$ cat src/rtl/nanorv32_wb_unit.sv
// nanorv32_wb_unit: write-back stage of the NANORV32 core.
// Merges ALU results and load responses onto the register file write port,
// aligns/extends load data, tracks the single outstanding load and flags
// read-after-write hazards on the register file read selectors.
// Optional feature macro: NANORV32_WB_MISALIGN_CHECK_EN (misaligned load rejection).
module nanorv32_wb_unit (
  input  logic        clk,
  input  logic        rst,
  input  logic        alu_valid,
  input  logic [4:0]  alu_rd_sel,
  input  logic [31:0] alu_result,
  input  logic        ld_issue,
  input  logic [4:0]  ld_rd_sel,
  input  logic [2:0]  ld_funct3,
  input  logic [1:0]  ld_addr_lsb,
  input  logic        mem_rvalid,
  input  logic [31:0] mem_rdata,
  input  logic [4:0]  sel_porta,
  input  logic [4:0]  sel_portb,
  output logic [4:0]  sel_rd,
  output logic [31:0] rd,
  output logic        write_rd,
  output logic        ld_busy,
  output logic        stall_alu,
  output logic        raw_hazard,
  output logic        ld_misalign
);

  typedef enum logic {S_IDLE, S_WAIT} state_t;

  state_t      state_q, state_d;
  logic [4:0]  ld_rd_q;
  logic [2:0]  ld_funct3_q;
  logic [1:0]  ld_lsb_q;
  logic        skid_full_q, skid_full_d;
  logic [4:0]  skid_rd_q, skid_rd_d;
  logic [31:0] skid_data_q, skid_data_d;
  logic [4:0]  sel_rd_q, sel_rd_d;
  logic [31:0] rd_q, rd_d;
  logic        write_rd_q, write_rd_d;

  logic        ld_resp;
  logic        ld_accept;
  logic        misalign_bad;
  logic [31:0] ld_data;
  logic        alu_take;
  logic        win_valid;
  logic [4:0]  win_rd;
  logic [31:0] win_data;

  // A new load can be taken when idle, or in the cycle the previous one completes
  logic issue_slot;
  assign issue_slot = ld_issue && ((state_q == S_IDLE) || mem_rvalid);

`ifdef NANORV32_WB_MISALIGN_CHECK_EN
  logic ld_misalign_q;
  // Halfwords must be 2-byte aligned, words 4-byte aligned
  assign misalign_bad = issue_slot &&
                        (((ld_funct3[1:0] == 2'b01) && ld_addr_lsb[0]) ||
                         ((ld_funct3 == 3'b010) && (ld_addr_lsb != 2'b00)));
  // One-cycle registered pulse following a rejected issue
  always_ff @(posedge clk or posedge rst) begin
    if (rst) ld_misalign_q <= 1'b0;
    else     ld_misalign_q <= misalign_bad;
  end
  assign ld_misalign = ld_misalign_q;
`else
  assign misalign_bad = 1'b0;
  assign ld_misalign  = 1'b0;
`endif

  // Load tracker next state: a completing response and a new issue may coincide
  always_comb begin
    state_d   = state_q;
    ld_resp   = (state_q == S_WAIT) && mem_rvalid;
    ld_accept = issue_slot && !misalign_bad;
    if (ld_accept)    state_d = S_WAIT;
    else if (ld_resp) state_d = S_IDLE;
  end

  assign ld_busy = (state_q == S_WAIT) && !mem_rvalid;

  // Extract and extend load data from the latched type and byte offset
  always_comb begin
    logic [7:0]  byte_sel;
    logic [15:0] half_sel;
    byte_sel = mem_rdata[{ld_lsb_q, 3'b000} +: 8];
    half_sel = ld_lsb_q[1] ? mem_rdata[31:16] : mem_rdata[15:0];
    case (ld_funct3_q)
      3'b000:  ld_data = {{24{byte_sel[7]}}, byte_sel};
      3'b001:  ld_data = {{16{half_sel[15]}}, half_sel};
      3'b100:  ld_data = {24'd0, byte_sel};
      3'b101:  ld_data = {16'd0, half_sel};
      default: ld_data = mem_rdata;
    endcase
  end

  // Write-port arbitration: load response, then skid buffer, then new ALU result
  always_comb begin
    alu_take    = alu_valid && !skid_full_q;
    win_valid   = 1'b0;
    win_rd      = 5'd0;
    win_data    = 32'd0;
    skid_full_d = skid_full_q;
    skid_rd_d   = skid_rd_q;
    skid_data_d = skid_data_q;
    if (ld_resp) begin
      win_valid = 1'b1;
      win_rd    = ld_rd_q;
      win_data  = ld_data;
      if (alu_take) begin
        skid_full_d = 1'b1;
        skid_rd_d   = alu_rd_sel;
        skid_data_d = alu_result;
      end
    end else if (skid_full_q) begin
      win_valid   = 1'b1;
      win_rd      = skid_rd_q;
      win_data    = skid_data_q;
      skid_full_d = 1'b0;
    end else if (alu_take) begin
      win_valid = 1'b1;
      win_rd    = alu_rd_sel;
      win_data  = alu_result;
    end
    // x0 writes consume the slot but never assert the enable
    write_rd_d = win_valid && (win_rd != 5'd0);
    sel_rd_d   = win_valid ? win_rd   : sel_rd_q;
    rd_d       = win_valid ? win_data : rd_q;
  end

  // State, load context, skid buffer and registered write port
  always_ff @(posedge clk or posedge rst) begin
    if (rst) begin
      state_q     <= S_IDLE;
      ld_rd_q     <= 5'd0;
      ld_funct3_q <= 3'd0;
      ld_lsb_q    <= 2'd0;
      skid_full_q <= 1'b0;
      skid_rd_q   <= 5'd0;
      skid_data_q <= 32'd0;
      sel_rd_q    <= 5'd0;
      rd_q        <= 32'd0;
      write_rd_q  <= 1'b0;
    end else begin
      state_q <= state_d;
      if (ld_accept) begin
        ld_rd_q     <= ld_rd_sel;
        ld_funct3_q <= ld_funct3;
        ld_lsb_q    <= ld_addr_lsb;
      end
      skid_full_q <= skid_full_d;
      skid_rd_q   <= skid_rd_d;
      skid_data_q <= skid_data_d;
      sel_rd_q    <= sel_rd_d;
      rd_q        <= rd_d;
      write_rd_q  <= write_rd_d;
    end
  end

  assign sel_rd    = sel_rd_q;
  assign rd        = rd_q;
  assign write_rd  = write_rd_q;
  assign stall_alu = skid_full_q;

  // Hazard: a nonzero read selector matching any destination not yet in the file
  logic hit_a, hit_b;
  always_comb begin
    hit_a = (sel_porta != 5'd0) &&
            (((state_q == S_WAIT) && (sel_porta == ld_rd_q)) ||
             (skid_full_q && (sel_porta == skid_rd_q)) ||
             (write_rd_q && (sel_porta == sel_rd_q)));
    hit_b = (sel_portb != 5'd0) &&
            (((state_q == S_WAIT) && (sel_portb == ld_rd_q)) ||
             (skid_full_q && (sel_portb == skid_rd_q)) ||
             (write_rd_q && (sel_portb == sel_rd_q)));
  end
  assign raw_hazard = hit_a || hit_b;

endmodule

$ cat config.mk
export PLATFORM = sky130hd
export DESIGN_NAME = nanorv32_wb_unit
export DESIGN_NICKNAME = d
export VERILOG_FILES = /design/src/rtl/nanorv32_wb_unit.sv
export SDC_FILE = /design/constraint.sdc
export NUM_CORES = 1
export LEC_CHECK = 0
export BUFFER_PORTS_ARGS = -buffer_cell sky130_fd_sc_hd__buf_2
export CAP_MARGIN = 20
export CORE_MARGIN = 5
export CORE_UTILIZATION = 25
export CTS_CLUSTER_DIAMETER = 50
export DETAILED_ROUTE_END_ITERATION = 16
export PLACE_DENSITY = 0.42
export SLEW_MARGIN = 20
export SYNTH_ARGS = -nofsm -noshare
export SYNTH_HDL_FRONTEND = slang
export SYNTH_SLANG_ARGS = --single-unit
$ cat constraint.sdc
create_clock -name clk -period 5.7 [get_ports clk]
set_input_delay 1.71 -clock clk [delete_from_list [all_inputs] [get_ports clk]]
set_output_delay 1.71 -clock clk [all_outputs]
set_load 0.005 [all_outputs]
# Yosys cells after proc, flatten, opt, wreduce, memory -nomap -nowiden
# Index checks and enable logic that the tools add are counted.
# totals
register_bits	87
latch_bits	0
mem_bits_rw	0
rom_bits	0
in_bits	94
out_inout_bits	42
word_cells	64
memories	0
# op_classes
n_addsub	0
multipliers	0
div_mod_pow	0
magnitude_cmp	0
eq_ne	10
shifts	1
mux	15
bitwise_logic	1
reduce_logical	27
# ops
op	n
$pmux W32 S4	1
$mux W32	3
$shiftx A32 B6 Y8	1
$eq A5 B5 Y1	6
$mux W16	1
$mux W5	3
$reduce_bool A5 Y1	3
$logic_and A1 B1 Y1	13
$mux W1	7
$eq A3 B3 Y1 const B	2
$logic_or A1 B1 Y1	6
$eq A3 B1 Y1 const B	1
$logic_not A3 Y1	1
$logic_not A1 Y1	2
$ne A2 B1 Y1 const B	1
$reduce_and A2 Y1	1
$reduce_bool A2 Y1	1
$not A1 Y1	1

# Longest topological paths before layout
# logic_depth
depth_word	7
mapped_depth	7

# Worst setup path after synthesis
# No wires, ideal clock.
# synth_path
kind	input -> output
start	in sel_porta[0]
end	out raw_hazard
t_arrival_ns	2.397
required_ns	3.990
setup_slack_ns	1.593
path_stages	4
path_buffers	0
path_cell_list	nor3_1 -> a211o_1 -> o22ai_1 -> a221o_1
# synth_via
elab_chain_cells	6
word_cells_on_any_way	11
classes_between	eq/ne: 3; reduce/logical: 8
# synth_rtl
item	line	rtl
start, declared	18	input logic [4:0] sel_porta,
$eq A5 B5 Y1, on equally long branches	170, 171	
$logic_and A1 B1 Y1, on equally long branches	170, 171	
$logic_or A1 B1 Y1	170	(((state_q == S_WAIT) && (sel_porta == ld_rd_q)) ||
$logic_or A1 B1 Y1	171	(skid_full_q && (sel_porta == skid_rd_q)) ||
$logic_and A1 B1 Y1 *	169	hit_a = (sel_porta != 5'd0) &&
$logic_or A1 B1 Y1 *	178	assign raw_hazard = hit_a || hit_b;
end, declared	25	output logic raw_hazard,
# Mark *: on every way between the ends. The rest lies on a longest branch, timed or not.

# Final worst setup path
# layout_path
start	in sel_porta[1]
end	out raw_hazard
# Same word-level chain as after synthesis.

==> summary.txt <==
Synthesis
  – EDFF count, synth: 0
  – Largest family of logic cells by synthesized area: compound AO/OA/AOI/OAI gates
  – Synth Area in Adders: 0%
  – Cells after synthesis: roughly 470
  – Register area share after synthesis: 43.7%
  – Main flop type after synthesis: dfrtp_1
  – Synth Area per Inst: 10.6 um2
  – Post-Syn Area: 0.00498 mm2
  – Synth Area in Compound Gates: 20.4%
  – Synth cell types: 49
  – Ys async rst share: 100%
  – Synth Area in XOR/XNOR: 5.27%
  – Post-synthesis register bit count: 87
  – Mux share of post-synthesis cell area: 15.3%
  – Mapped Nets: around 570
  – Post-synthesis simple-gate area fraction: 11.4%
  – Synth Warn #: 0

Placement
  – Routability cong.: 0.857
  – Placed insts: 844
  – Port bufs: ~130
  – Placed cell area: 0.00590 mm2
  – DP HPWL: 12800 um

Worst hold path
  – Hold Crit Start: rd[31]
  – HP Class: reg2reg
  – Worst hold path depth: 1

Critical path
  – Crit path from: sel_porta[1]
  – Crit path max-delay cell type: a221o_1
  – Crit-path max cell delay: around 0.27 ns
  – Crit path top cell by count: buf_2
  – Register-to-Register Path Depth: 4
  – Reg2reg start: ld_funct3_q[0]
  – WS Path Type: in2out
  – Critical Path RT: 3.99 ns
  – CP Max Fanout: 4
  – Worst Setup End Kind: output port
  – CP cell instances: buf_2, nor3_1, a211o_1, o22ai_1, a221o_1, buf_2
  – Worst Setup Start Kind: input port
  – Critical path arrival: about 2.8 ns

Routing
  – DR iter-0 viols: 280
  – Drt pass-1 iters: 4
  – DRT Wirelength: 17000 um
  – Met2 wire len: 7920 um
  – Routed wl met3: 770 um
  – Routed vias/inst: 4.87
  – Antenna-violating nets left: 0
  – Via count: 4193
  – Post-route DRC: 0
  – DR WL/cell: 19.7 um
  – Uppermost layer routed: met4
  – Post-Route M1 WL: 7880 um

Die
  – Core Region: 0.0195 mm2
  – Rows: 51
  – Die extent in x: 151 um
  – Chip height: about 150 um
  – Starting Density: 25.5%
  – Io pins: 136
  – Die area: 0.0229 mm2

Cells and area
  – Finished Cell Area: between 0.006 and 0.007 mm2
  – Final #Nets: between 600 and 700
  – Multi-input logic area: 0.00262 mm2
  – Filler Cell Count: 2073
  – Fin util: 31.9%
  – Share of post-route cells with drive strength above 1: 37.3%
  – Area Overhead vs Synth: 25.1%
  – Register area: about 0.0022 mm2
  – Final Non-Filler Cells: about 860

Clock tree
  – CTS HTree Levels: 3
  – Clk sinks: 87
  – Postcts setup bufs: 0
  – CTS Buf Count: 9
  – Clock transition at path regs: 0.06 ns
  – Quantity of gates resized following cts: 0
  – Clk buf depth: 2
  – CTS tree: done
  – Root buf cell: clkbuf_16
  – Cts hold-fix bufs: 0
  – Worst-Skew Late Latency: 0.34 ns

Timing
  – Tcrit/Tclk final: 78.5%
  – Max Clk Rate: 223 MHz
  – Setup violators final: 0
  – Setup TNS: 0 ns
  – Rel. slew slack: 32.0%
  – Clock skew: 0.00621 ns
  – RSZ-0062 raised after global routing: no
  – Max-slew violations: 0
  – Tmin final: 4.48 ns
  – Endpoints failing hold: 0
  – Worst-Margin Slew: 1.02 ns

Power and ir drop
  – Power per standard cell area: 323 mW/mm2
  – Max VDD drop: 0.147 mV
  – Static leakage: 0.00272 uW

Global routing
  – Total global-route track usage: 15.0%
  – First-pass GRT wire length: 25900 um
  – Pin count of the biggest net entering global routing: 58
  – Total gr overflow: 0
  – Antenna violations before repair: 1
  – Vias in the first global route: 4395

Flow run
  – MaxCap Viol Count: 0

Run status
  – Status: completed
[synth_stat cells, types with 2 or more instances]
cell	count	area share [%]
buf_4	3	0.45
a21oi_1	37	3.7
o22ai_1	2	0.25
dfrtp_1	87	44
o32ai_1	2	0.35
nor2b_1	2	0.25
a21o_1	4	0.60
o31ai_1	7	1.1
a31oi_1	4	0.50
buf_1	2	0.15
a221o_1	12	2.4
buf_2	13	1.3
nor2_1	5	0.38
nand3b_1	18	2.7
o211ai_1	14	2.1
o22a_1	7	1.2
o221ai_1	7	1.2
a22o_1	16	2.8
nor3_1	3	0.30
o21ba_2	7	1.4
o21ai_0	19	1.9
clkbuf_1	17	1.3
nand2_1	45	3.4
inv_1	4	0.30
mux2_2	47	11
a211o_1	2	0.35
nand2b_1	11	1.4
mux2_4	2	0.60
xor2_1	4	0.70
mux2i_1	16	3.2
and3b_1	4	0.70
xnor2_1	26	4.6
nand4_1	6	0.75
[sequential cells by signal, indices dropped and copies added, names as in the netlist]
register / count
skid_rd_q: 5
ld_lsb_q: 2
sel_rd: 5
rd: 32
ld_funct3_q: 3
stall_alu: 1
ld_rd_q: 5
skid_data_q: 32
write_rd: 1
state_q: 1
[worst max-delay path, delay by kind of cell]
family	cells	cell delay [ns]
compound gates	3	0.52
simple gates	1	0.26
buf+inv	2	0.27
[per-layer routing]
| metal | global-route usage, % | vias up |
|---|---|---|
| met5 | 0 | - |
| met4 | 6.07 | 0 |
| met3 | 2.36 | 24 |
| met2 | 23.1 | 125 |
| met1 | 21.0 | 2064 |
| li1 | - | 1980 |
[where the power goes]
part | internal, uW | switching (uW) | leakage (uW)
Sequential | 737 | 98.5 | 0.00102
Clock | 410 | 252 | 0.000159
Combinational | 259 | 260 | 0.00154
[stage by stage]
step | hold slack, ns | setup WS (ns) | power, uW
final | 0.506 | 1.22 | 2020
after global routing | 0.520 | 1.16 | 2140
after CTS | 0.508 | 1.24 | 2050
after detailed placement | 0.486 | 1.24 | 1370
after global placement | 0.488 | 1.29 | 1360
after floorplan | 0.474 | 1.59 | 1160
[placed cells by master, fill, tap and decap left out, drive strengths merged, types with 6 or more instances in the layout]
cell type,count
buf,144
dfrtp,87
mux2,49
nand2,46
a21oi,37
xnor2,26
o21ai,19
nand3b,18
mux2i,17
a22o,16
o211ai,14
a221o,12
clkbuf,12
nand2b,11
o21ba,7
o31ai,7
o22a,7
o221ai,7
nand4,6
[cell type report]
class,instances,area share (%)
multi-input combinational,343,42.1
antenna,1,0.0401
clock buffer,12,4.11
timing repair buffer,144,12.0
clock inverter,4,1.22
tap,265,5.32
sequential,87,34.9
inverter,5,0.341
[final timing paths]
kind | end | slack (ns)
max reg2reg | rd[1] | 3.44
max | raw_hazard | 1.22
min in group asynchronous | sel_rd[0] | 1.49
min | rd[31] | 0.51
min reg2reg | rd[31] | 0.51
max in group asynchronous | skid_rd_q[4] | 3.27
[cell families after synthesis]
kind of cell           count (synthesis)
multiplexers                          67
buffers and inverters                 41
XOR/XNOR                              30
AO/OA/AOI/OAI                        143
flip-flops                            87
AND/OR/NAND/NOR                      102
other                                  1
(Power assumes the default switching activity.)
